==> config.mk <==
export PLATFORM = sky130hd
export DESIGN_NAME = config_chain_loader
export DESIGN_NICKNAME = d
export VERILOG_FILES = /design/src/rtl/config_chain_loader.sv
export SDC_FILE = /design/constraint.sdc
export NUM_CORES = 1
export LEC_CHECK = 0
export ABC_AREA = 1
export BUFFER_PORTS_ARGS = -buffer_cell sky130_fd_sc_hd__buf_2
export CAP_MARGIN = 20
export CORE_AREA = 10 10 98 100
export DETAILED_ROUTE_END_ITERATION = 16
export DIE_AREA = 0 0 108 110
export MAX_ROUTING_LAYER = met4
export PLACE_DENSITY = 0.85
export SYNTH_ARGS = -nofsm -noshare
export SYNTH_HDL_FRONTEND = slang
export SYNTH_SLANG_ARGS = --single-unit
==> constraint.sdc <==
create_clock -name clk -period 4.28 [get_ports clk]
set_input_delay 0.214 -clock clk [delete_from_list [all_inputs] [get_ports clk]]
set_output_delay 0.214 -clock clk [all_outputs]
set_load 0.01 [all_outputs]
==> src/rtl/config_chain_loader.sv <==
// Serial configuration-chain loader: takes host words over valid/ready, clears the
// chain, shifts exactly CHAIN_LEN bits into its head and watches the tail for faults.
module config_chain_loader #(
  parameter int WORD_W    = 32,
  parameter int CHAIN_LEN = 64,
  parameter int CNT_W     = 16
) (
  input  logic              clk,
  input  logic              reset,
  input  logic              start,
  input  logic [WORD_W-1:0] word_in,
  input  logic              word_valid,
  output logic              word_ready,
  output logic              chain_in,
  output logic              chain_shift,
  output logic              chain_reset,
  input  logic              chain_out,
  output logic              busy,
  output logic              done,
  output logic              error
);

  typedef enum logic [1:0] {
    S_IDLE,
    S_CLEAR,
    S_LOAD,
    S_DONE
  } state_t;

  localparam logic [CNT_W-1:0] LEN       = CNT_W'(CHAIN_LEN);
  localparam logic [CNT_W-1:0] WORD_BITS = CNT_W'(WORD_W);
  localparam logic [CNT_W-1:0] ONE       = CNT_W'(1);

  state_t            state, state_nxt;
  logic [WORD_W-1:0] shifter;
  logic [CNT_W-1:0]  bits_left;   // unshifted bits still held in shifter
  logic [CNT_W-1:0]  loaded;      // chain bits accepted so far
  logic [CNT_W-1:0]  shifted;     // chain bits shifted so far
  logic [CNT_W-1:0]  remaining;
  logic [CNT_W-1:0]  take;
  logic              accept;

  // The final word only contributes what is left of the chain; its upper bits are dropped.
  always_comb begin
    remaining = LEN - loaded;
    take      = (remaining > WORD_BITS) ? WORD_BITS : remaining;
    accept    = word_valid && word_ready;
  end

  // NOTE: every output and next-state term gets a default first, so no path through
  // the case statement can leave a value unassigned and infer a latch.
  always_comb begin
    state_nxt   = state;
    word_ready  = 1'b0;
    chain_shift = 1'b0;
    chain_in    = 1'b0;
    chain_reset = 1'b0;
    busy        = 1'b0;
    done        = 1'b0;
    unique case (state)
      S_IDLE: begin
        if (start) state_nxt = S_CLEAR;
      end
      S_CLEAR: begin
        chain_reset = 1'b1;
        busy        = 1'b1;
        state_nxt   = S_LOAD;
      end
      S_LOAD: begin
        busy = 1'b1;
        // Ready while the last held bit is going out, so words follow with no bubble.
        word_ready  = (bits_left <= ONE) && (loaded < LEN);
        chain_shift = (bits_left != '0);
        chain_in    = shifter[0];
        if (chain_shift && (shifted == LEN - ONE)) state_nxt = S_DONE;
      end
      S_DONE: begin
        done      = 1'b1;
        state_nxt = S_IDLE;
      end
      default: state_nxt = S_IDLE;
    endcase
  end

  // NOTE: sequential state uses non-blocking assignments so every register samples
  // pre-edge values, independent of statement order within or across blocks.
  always_ff @(posedge clk or posedge reset) begin
    if (reset) state <= S_IDLE;
    else       state <= state_nxt;
  end

  always_ff @(posedge clk or posedge reset) begin
    if (reset) begin
      shifter   <= '0;
      bits_left <= '0;
      loaded    <= '0;
      shifted   <= '0;
      error     <= 1'b0;
    end else begin
      if (state == S_IDLE && start) error <= 1'b0;
      if (state == S_CLEAR) begin
        shifter   <= '0;
        bits_left <= '0;
        loaded    <= '0;
        shifted   <= '0;
      end
      if (chain_shift) begin
        shifter   <= shifter >> 1;
        bits_left <= bits_left - ONE;
        shifted   <= shifted + ONE;
        // A freshly cleared chain may only present zeros at its tail during the load.
        if (chain_out) error <= 1'b1;
      end
      // A new word overrides the shift of the previous word's final bit in the same cycle.
      if (accept) begin
        shifter   <= word_in;
        bits_left <= take;
        loaded    <= loaded + take;
      end
    end
  end

endmodule
# Word-level counts from Yosys, hierarchy flattened
# Cells that the tools add are included.
[word_totals]
output_inout_bits = 7
wordCells = 51
register_bits = 83
[classes]
addsub = 4
eq_ne = 6
n_mux = 21
magnitude_cmp = 3
n_reduce_logical = 11
[ops]
columns = ["op", "count"]
rows = [
  ["2-to-1 mux 16 bit", 6],
  ["2-to-1 mux 32 bit", 3],
  ["adder 16 x 1 -> 16 bit (second input constant)", 1],
  ["adder 16 bit", 1],
  ["== test 16 x 6 -> 1 bit (second input constant)", 1],
  ["greater-than comparator 16 x 6 -> 1 bit (second input constant)", 1],
  ["less-or-equal comparator 16 x 1 -> 1 bit (second input constant)", 1],
  ["< comparator 16 x 7 -> 1 bit (second input constant)", 1],
  ["nonzero test 16 bit", 1],
  ["subtractor 16 x 1 -> 16 bit (second input constant)", 1],
  ["subtractor 7 x 16 -> 16 bit (first input constant)", 1],
  ["2-to-1 mux 1 bit", 9],
  ["case mux 2 bit (4 select lines)", 1],
  ["== test 2 bit (second input constant)", 2],
  ["logical AND 1 bit", 4],
  ["2-to-1 mux 2 bit", 2],
  ["inequality test 2 bit (second input constant)", 2],
  ["nonzero test 2 bit", 2],
  ["nonzero test 3 bit", 1],
  ["== test 2 x 1 -> 1 bit (second input constant)", 1],
  ["zero test 2 bit", 1],
  ["AND reduction 2 bit", 1],
  ["OR reduction 2 bit", 1],
]

# Logic depth before layout (Yosys ltp)
# Gate-level depths: netlist (run 1).
[depth]
word_depth = 5
mapped_depth = 26
depth_no_buf = 26

# Least setup slack after synthesis (run 1)
# No wires, ideal clock.
[synth_path]
path_type = "reg-to-reg"
start = "reg loaded[1]"
end = "reg loaded[5]"
path_stages_with_launch = 26
arrival_time_ns = 2.590
setup_ns = 0.119
setup_slack_ns = 1.572
required_time_ns = 4.161
cell_sequence = "dfrtp_1 inv_1 ha_1 inv_2 nor2_2 nand3_2 nand2_2 nand2_1 nand2_1 nand2_1 nor2_2 nand2_2 nor2_8 nand2_4 inv_1 nand2_1 inv_1 ha_1 nand4_1 nand2_1 nand2_1 nand2_1 nand2_1 nand3_1 nand3_1 nand2_1"
[synth_between]
elab_chain_cells = 5
[synth_lines]
columns = ["item", "line", "source"]
rows = [
  ["start: declaration", "37", "logic [CNT_W-1:0] loaded;"],
  ["start signal: assignment", "118", "loaded <= loaded + take;"],
  ["subtractor 7 x 16 -> 16 bit or < comparator 16 x 7 -> 1 bit (tied branches)", "45, 72", ""],
  ["greater-than comparator 16 x 6 -> 1 bit or logical AND 1 bit (tied branches)", "46, 72", ""],
  ["2-to-1 mux 16 bit or 2-to-1 mux 1 bit (tied branches)", "46, 60", ""],
  ["adder 16 bit or logical AND 1 bit (tied branches)", "118, 47", ""],
  ["2-to-1 mux 16 bit or nonzero test 2 bit (tied branches)", "--", ""],
]
# Parallel ways exist; a longest one is shown, timed or not.
# A chain may end at the register's enable or synchronous reset.

# Worst setup path after layout (run 1)
[layout_path]
start = "reg bits_left[0]"
end = "reg bits_left[0]"
[layout_between]
elab_chain_cells = 5
[layout_lines]
columns = ["item", "line", "source"]
rows = [
  ["start: declaration", "36", "logic [CNT_W-1:0] bits_left;"],
  ["start signal: assignment", "109", "bits_left <= bits_left - ONE;"],
  ["start signal: assignment", "117", "bits_left <= take;"],
  ["less-or-equal comparator 16 x 1 -> 1 bit", "72", "word_ready = (bits_left <= ONE) && (loaded < LEN);"],
  ["logical AND 1 bit", "72", ""],
  ["2-to-1 mux 1 bit", "60", "unique case (state)"],
  ["logical AND 1 bit", "47", "accept = word_valid && word_ready;"],
  ["nonzero test 3 bit (no source line) or 2-to-1 mux 16 bit (tied branches)", "--", ""],
]
# Parallel ways exist; a longest one is shown, timed or not.

==> summary.md, run 1 <==
| Metric | Value |
|---|---|
| DRC Markers | `0` |
| Fin nets | `745` |
| Buffer levels on the longest clock path | `2` |
| DP Wirelength | `8280 microns` |
| Core Util, Final | `69.8%` |
| Top delay family on crit path | `simple AND/OR/NAND/NOR gates` |
| Layout cells sized above 1 | `14.9%` |
| Worst EP required | `4.49 ns` |
| Status | `finished clean` |
| Placed insts | `784` |
| Bufs and invs on worst path | `4` |
| Max cap viols | `0` |
| Overflow after GRT | `0` |
| Crit path largest cell delay | `0.51 ns` |
| Final Hold Vio Count | `0` |
| Setup CP Type | `reg2reg` |
| Drt via density | `5.51` |
| Share of the yosys chip area belonging to registers | `42.5%` |
| Cts repair resizes | `0` |
| Worst-Margin Slew | `0.880 ns` |
| Die area | `11900 sq um` |
| Setup tns final | `0 ns` |
| Area leader, netlist | `dfrtp_1` |
| Startpoint type of the worst setup path | `flop` |
| Leakage | `2.86 nW` |
| Worst Hold Class | `in2async` |
| CTS root buffer | `clkbuf_8` |
| Num CTS Buffers | `9` |
| Peak VDD IR | `0.350 mV` |
| Cells after Synth | `652` |
| Final-report setup violation count | `0` |
| Final instance area | `5340 sq um` |
| Routed WL | `11000 microns` |
| Row cnt | `32` |
| Final Max Tran Viols | `0` |
| Slew headroom | `41.2%` |
| Core Region | `7650 sq um` |
| CP Max Fanout | `31` |
| Fin crit share | `78.3%` |
| Die width | `108 microns` |
| Placed instance area | `5170 sq um` |
| Post-Syn Area | `4890 sq um` |
| Post-synth top area share | `42.5%` |
| Via Count | `4406` |
| RSZ-0062 raised after global routing | `false` |
| Syn Nets | `704` |
| Initial antenna violation count | `0` |
| CP Cell Sequence | `inv_1 -> ha_1 -> inv_1 -> nor3_4 -> nand2_1 -> nand2_1 -> inv_1 -> nand2_1 -> inv_1 -> nand2_1 -> o221ai_1` |
| H-Tree Depth | `3` |
| Total iterations of the first detailed-routing run | `5` |
| Initial Utilization | `63.9%` |
| First-pass GRT wire length | `19000 microns` |
| DR WL/cell | `13.7 microns` |
| Ports | `44` |
| Power Total | `0.00287 W` |
| Fmax | `299 MHz` |
| GR Util All Layers | `19.8%` |
| Synthesis-to-finish area growth | `9.14%` |
| Netlist cell types | `42` |
| CTS tree | `done` |
| Clk sinks | `83` |
| Minimum clock period | `3.35 ns` |
| GPL Wtd Cong | `0.923` |
| Post-CTS Setup Inserts | `0` |
| I/O Buffers | `43` |
| 1st-iter DRT viols | `334` |
| Synth warn | `0` |
| Setup Skew | `0.0122 ns` |
| Register bit total from synthesis | `83` |
| Avg Inst Size Synth | `7.50 sq um` |
| Worst-Skew Late Latency | `0.34 ns` |
| Power Density | `538 nW/um^2` |
| Largest net degree at the start of global routing | `52` |
| CP arrival | `3.55 ns` |
| Reg2Reg Depth | `11` |
| Critical path depth | `11` |
| CP Capture Type | `flop` |
| Die Height | `110 microns` |
| Routed Antenna Nets | `0` |
| # diodes | `0` |
| Synth area leaders | `dfrtp_1 (42%), nand2_1 (17%), nand3_1 (7.2%)` |
| Non-filler cells, final | `799` |
| Critical path's slowest cell | `inv_1` |
| CTS Hold Bufs | `0` |
| Vias in the first global route | `4229` |
| Clock transition at path regs | `0.09 ns` |
==> final cells by class <==
type / instances / area [sq um]
Clock buffer: 10 / 138
Fill cell: 616 / 2310
Multi-Input combinational cell: 479 / 2450
Timing Repair Buffer: 46 / 238
Inverter: 74 / 279
Clock inverter: 5 / 30.0
Sequential cell: 83 / 2080
Tap cell: 102 / 128
==> power breakdown <==
part | switching [W] | internal [W]
clock | 0.000275 | 0.000220
combinational | 0.000820 | 0.000403
sequential | 0.000159 | 0.000990
==> logic make-up (layout without fill, tap and decap cells) <==
kind of cell               count (synthesis)  count (layout)  share of synthesized area [%]
and+or+nand+nor                          389             389                           35.7
buffers and inverters                     90             135                           7.47
DFF                                       83              83                           42.5
AOI/OAI and AO/OA                         60              60                           7.58
adders and majority gates                 15              15                           3.99
xor gates and xnor gates                  12              12                           2.15
muxes                                      3               3                          0.614
==> final timing paths <==
path	startpoint	endpoint	slack [ns]
min	reset	shifter[21]	0.02
min in group clk	word_in[22]	shifter[22]	0.08
max reg2reg	bits_left[0]	bits_left[0]	0.93
max in group asynchronous	reset	shifted[13]	3.32
min reg2reg	shifter[17]	shifter[16]	0.49
max	bits_left[0]	bits_left[0]	0.93
==> sequential cells by signal (all words and copies together) (netlist names) <==
register / count
loaded: 16
state: 2
bits_left: 16
shifted: 16
shifter: 32
error: 1
==> through the flow <==
stage	hold slack [ns]	setup WS (ns)
finish	0.0154	0.930
global route	0.0730	0.553
CTS	0.0381	0.936
detailed placement	0.419	0.956
global placement	0.409	1.11
floorplan	0.335	1.57
==> metal layers <==
layer  global-route usage [%]  up-vias  routed length [microns]
met2                     32.3      102                     5510
met5                        -        -                        0
met3                     3.37       12                      388
met4                     6.20        0                      101
li1                         -     2185                        -
met1                     24.8     2107                     4980
==> Yosys cell counts, drive strengths merged <==
cell	count
nand2	231
dfrtp	83
inv	73
nand3	72
nor2	66
o21ai	26
buf	15
ha	14
nand4	11
a21oi	9
xor2	9
nor3	5
o211ai	5
o31ai	5
o22ai	4
mux2i	3
nor4	3
xnor2	3
a22oi	2
a31oi	2
o221ai	2
o32ai	2
a221o	1
a22o	1
a32o	1
clkbuf	1
clkinv	1
fa	1
nand3b	1
==> placed cells by master (no fill, tap or decap), drive strengths merged, types with 3 or more instances in the layout <==
cell,synthesis,routed
xor2,9,9
nor4,3,3
nor2,66,66
nand4,11,11
dfrtp,83,83
o21ai,26,26
o211ai,5,5
nand2,231,231
o31ai,5,5
inv,73,72
nor3,5,5
o22ai,4,4
buf,15,46
clkinv,1,5
mux2i,3,3
nand3,72,72
xnor2,3,3
a21oi,9,9
clkbuf,1,10
ha,14,14
Note: power is estimated with default switching activity, not from simulation.
==> run 2, diff against run 1 <==
- ABC_AREA: 1 -> 0
- CORE_AREA: 10 10 98 100 -> 10 10 103 105
- DIE_AREA: 0 0 108 110 -> 0 0 113 115
- PLACE_DENSITY: 0.85 -> 0.78
- clock period: 4.28 -> 3.5 ns (I/O delays scaled with it)
==> summary.md, run 2 <==
| Metric | Value |
|---|---|
| FFs w/ async S/R, synth | `100% (unchanged)` |
| Core Util, Final | `70.8% (+1.0 points)` |
| Minimum clock period | `3.41 ns (+0.0632 ns)` |
| Predominant post-synthesis flop cell | `dfrtp_1` |
| Cells after Synth | `584 (-10%)` |
| DRC Markers | `0 (unchanged)` |
| Synthesis-to-finish area growth | `21.2%` |
| Layout cells sized above 1 | `21.9% (+7.0 points)` |
| Largest reg by FF count | `shifter` |
| Routed Antenna Nets | `0 (unchanged)` |
| EDFF count, synth | `0 (unchanged)` |
| Most common cell in the netlist | `dfrtp_1` |
| GPL Wtd Cong | `0.997 (+8.1%)` |
| # diodes | `0 (unchanged)` |
| Register bit total from synthesis | `83 (unchanged)` |
| Area leader, netlist | `dfrtp_1` |
| Max cap viols | `0 (unchanged)` |
| 1st-iter DRT viols | `348 (+4.2%)` |
| Synth area leaders | `dfrtp_1 (42%), o21ai_0 (6.8%), nand2_1 (5.6%)` |
| Placed insts | `730 (-6.9%)` |
| H-Tree Depth | `3 (unchanged)` |
| First-pass GRT wire length | `21900 microns (+15%)` |
| List of most frequent post-synthesis cells | `dfrtp_1 (83), nand2_1 (75), o21ai_0 (68)` |
| Non-filler cells, final | `769 (-3.8%)` |
| Initial Utilization | `58.4% (-5.5 points)` |
| Grt peak-use layer | `met2` |
| Ports | `44 (unchanged)` |
| CTS tree | `done` |
| Leading cell type in the layout, fill and taps excluded | `dfrtp_1` |
| Post-Syn Area | `4990 sq um (+2.1%)` |
| Buffer levels on the longest clock path | `2 (unchanged)` |
| Overflow after GRT | `0 (unchanged)` |
| Most frequent cells in the layout | `dfrtp_1 (81), nand2_1 (73), o21ai_0 (67), a21oi_1 (52), buf_2 (43)` |
| Final-report setup violation count | `0 (unchanged)` |
| Status | `finished clean` |
| Power Density | `286 nW/um^2 (-47%)` |
| Largest net degree at the start of global routing | `79 (+52%)` |
| Die area | `13000 sq um (+9.4%)` |
| Fin nets | `708 (-5.0%)` |
| Fin crit share | `97.5% (+19 points)` |
| Final Hold Vio Count | `0 (unchanged)` |
| Leakage | `2.80 nW (-2.2%)` |
| Core Region | `8550 sq um (+12%)` |
| Fmax | `293 MHz (-1.9%)` |
| Setup CP Type | `reg2reg` |
| DR WL/cell | `17.4 microns (+27%)` |
| Num CTS Buffers | `9 (unchanged)` |
| Worst EP required | `3.78 ns (-0.71 ns)` |
| CP arrival | `3.69 ns (+0.14 ns)` |
| I/O Buffers | `43 (unchanged)` |
| Total iterations of the first detailed-routing run | `5 (unchanged)` |
| Clk sinks | `83 (unchanged)` |
| Routed WL | `13400 microns (+22%)` |
| Die width | `113 microns (+4.6%)` |
| Share of the yosys chip area belonging to registers | `41.6% (-0.88 points)` |
| Syn Nets | `636 (-9.7%)` |
| Synth warn | `0 (unchanged)` |
| Row cnt | `34 (+6.3%)` |
| CP Capture Type | `flop` |
| RSZ-0062 raised after global routing | `true` |
| Setup Skew | `0.0159 ns (+0.00367 ns)` |
| Die Height | `115 microns (+4.5%)` |
| GR Util All Layers | `20.7% (+0.88 points)` |
| Vias in the first global route | `4559 (+7.8%)` |
| Netlist cell types | `65 (+55%)` |
| Worst-Margin Slew | `0.723 ns (-0.157 ns)` |
| Drt via density | `6.24 (+13%)` |
| Avg Inst Size Synth | `8.55 sq um (+14%)` |
| GR Util met1 | `25.9% (+1.1 points)` |
| Clock transition at path regs | `0.09 ns (about the same)` |
| Slew headroom | `51.7% (+10 points)` |
| Post-synth top area share | `41.6% (-0.88 points)` |
| Worst-Skew Late Latency | `0.37 ns (+0.03 ns)` |
| Filler cell count in the final layout | `644 (+4.5%)` |
| Global Route met2 Usage | `32.9% (+0.59 points)` |
| Grt met3 use | `3.91% (+0.54 points)` |
| DP Wirelength | `8940 microns (+8.0%)` |
| Number of flip-flops in the largest register | `32 (unchanged)` |
| Final Max Tran Viols | `0 (unchanged)` |
| CTS root buffer | `clkbuf_8` |
| Startpoint type of the worst setup path | `flop` |
| Initial antenna violation count | `0 (unchanged)` |
| Peak VDD IR | `0.195 mV (-44%)` |
| Via Count | `4799 (+8.9%)` |
| CP Max Fanout | `5 (-84%)` |
| Worst Hold Class | `in2reg` |
==> run 2: changes by cell type after synthesis, sizes merged, moves of 10 or more <==
cell,previous run,this run
a21oi,9,54
nand3,72,18
o21ai,26,69
inv,73,17
and3,0,43
nand2,231,75
nor3,5,15
clkbuf,1,32
nor2,66,30
==> run 2: kinds of logic after synthesis <==
kind of cell / synth area share, %
buffers and inverters: 5.54
DFF: 41.6
adders and majority gates: 3.91
and+or+nand+nor: 24.2
AOI/OAI and AO/OA: 22.3
muxes: 1.23
xor gates and xnor gates: 1.23
==> run 2: critical path, cell delays in order (launching register included) <==
cell and delay, ns:
dfrtp_2 0.45, or4_4 0.53, or2_1 0.26, o211ai_1 0.27, o211ai_1 0.19, a211oi_2 0.20
buf_4 0.19, nand2_4 0.07, fa_2 0.41, buf_4 0.15, nor3b_2 0.20, a21o_1 0.18
nor3b_1 0.06, a211oi_1 0.16
==> run 2: worst paths after layout <==
path                               endpoint  slack [ns]  cells after the start         from
worst max-delay path              loaded[6]        0.09                     13    loaded[1]
worst min-delay path            shifter[16]       0.008                      3  word_in[16]
worst max register to register    loaded[6]        0.09                     13    loaded[1]
worst min register to register  shifted[15]        0.49                      1  shifted[15]
max in group asynchronous          state[0]        2.04                      4        reset
min in group asynchronous        shifted[6]        0.44                      3        reset
==> run 2: layout make-up <==
class	count	area, sq um	area share, %
Inverter	17	70.1	1.16
Timing Repair Buffer	100	718	11.9
Clock inverter	6	71.3	1.18
Multi-Input combinational cell	445	2850	47.1
Tap cell	108	135	2.23
Sequential cell	83	2080	34.4
Clock buffer	10	128	2.11
==> run 2: where the power goes <==
part           total [W]             switching [W]  internal, W
combinational  0.0000555                 0.0000278    0.0000277
clock           0.000715                  0.000378     0.000338
sequential      0.000958  0.0000000000000000000309     0.000958
==> run 2: repair_timing <==
item / in CTS / in global routing
endpoints found under the hold margin: 55 / 0
hold buffers: 17 / 0
setup buffers: 2 / 4
pin swaps: 4 / 12
gates resized for setup: 1 / 19
endpoints found under the setup margin: 1 / 4
==> run 2: per-stage QoR <==
step	setup TNS, ns	hold WS, ns	cell area, sq um	setup WS, ns	total power (W)
2_1_floorplan	-0.000194	0.280	5090	-0.000194	0.000992
4_1_cts	0	0.000849	5910	0.00895	0.00174
3_3_place_gp	0	0.303	5490	0.0772	0.00102
6_report	0	0.00798	6050	0.0873	0.00173
5_1_grt	-0.120	0.00298	6050	-0.0635	0.00179
3_5_place_dp	-0.0295	0.311	5520	-0.0295	0.00102
==> run 2: layer usage <==
layer / vias up / routed length (microns) / share of wire (%)
met4: 0 / 296 / 2.2
met2: 171 / 6590 / 49
met3: 34 / 603 / 4.5
li1: 2273 / - / -
met1: 2321 / 5920 / 44
met5: - / 0 / 0
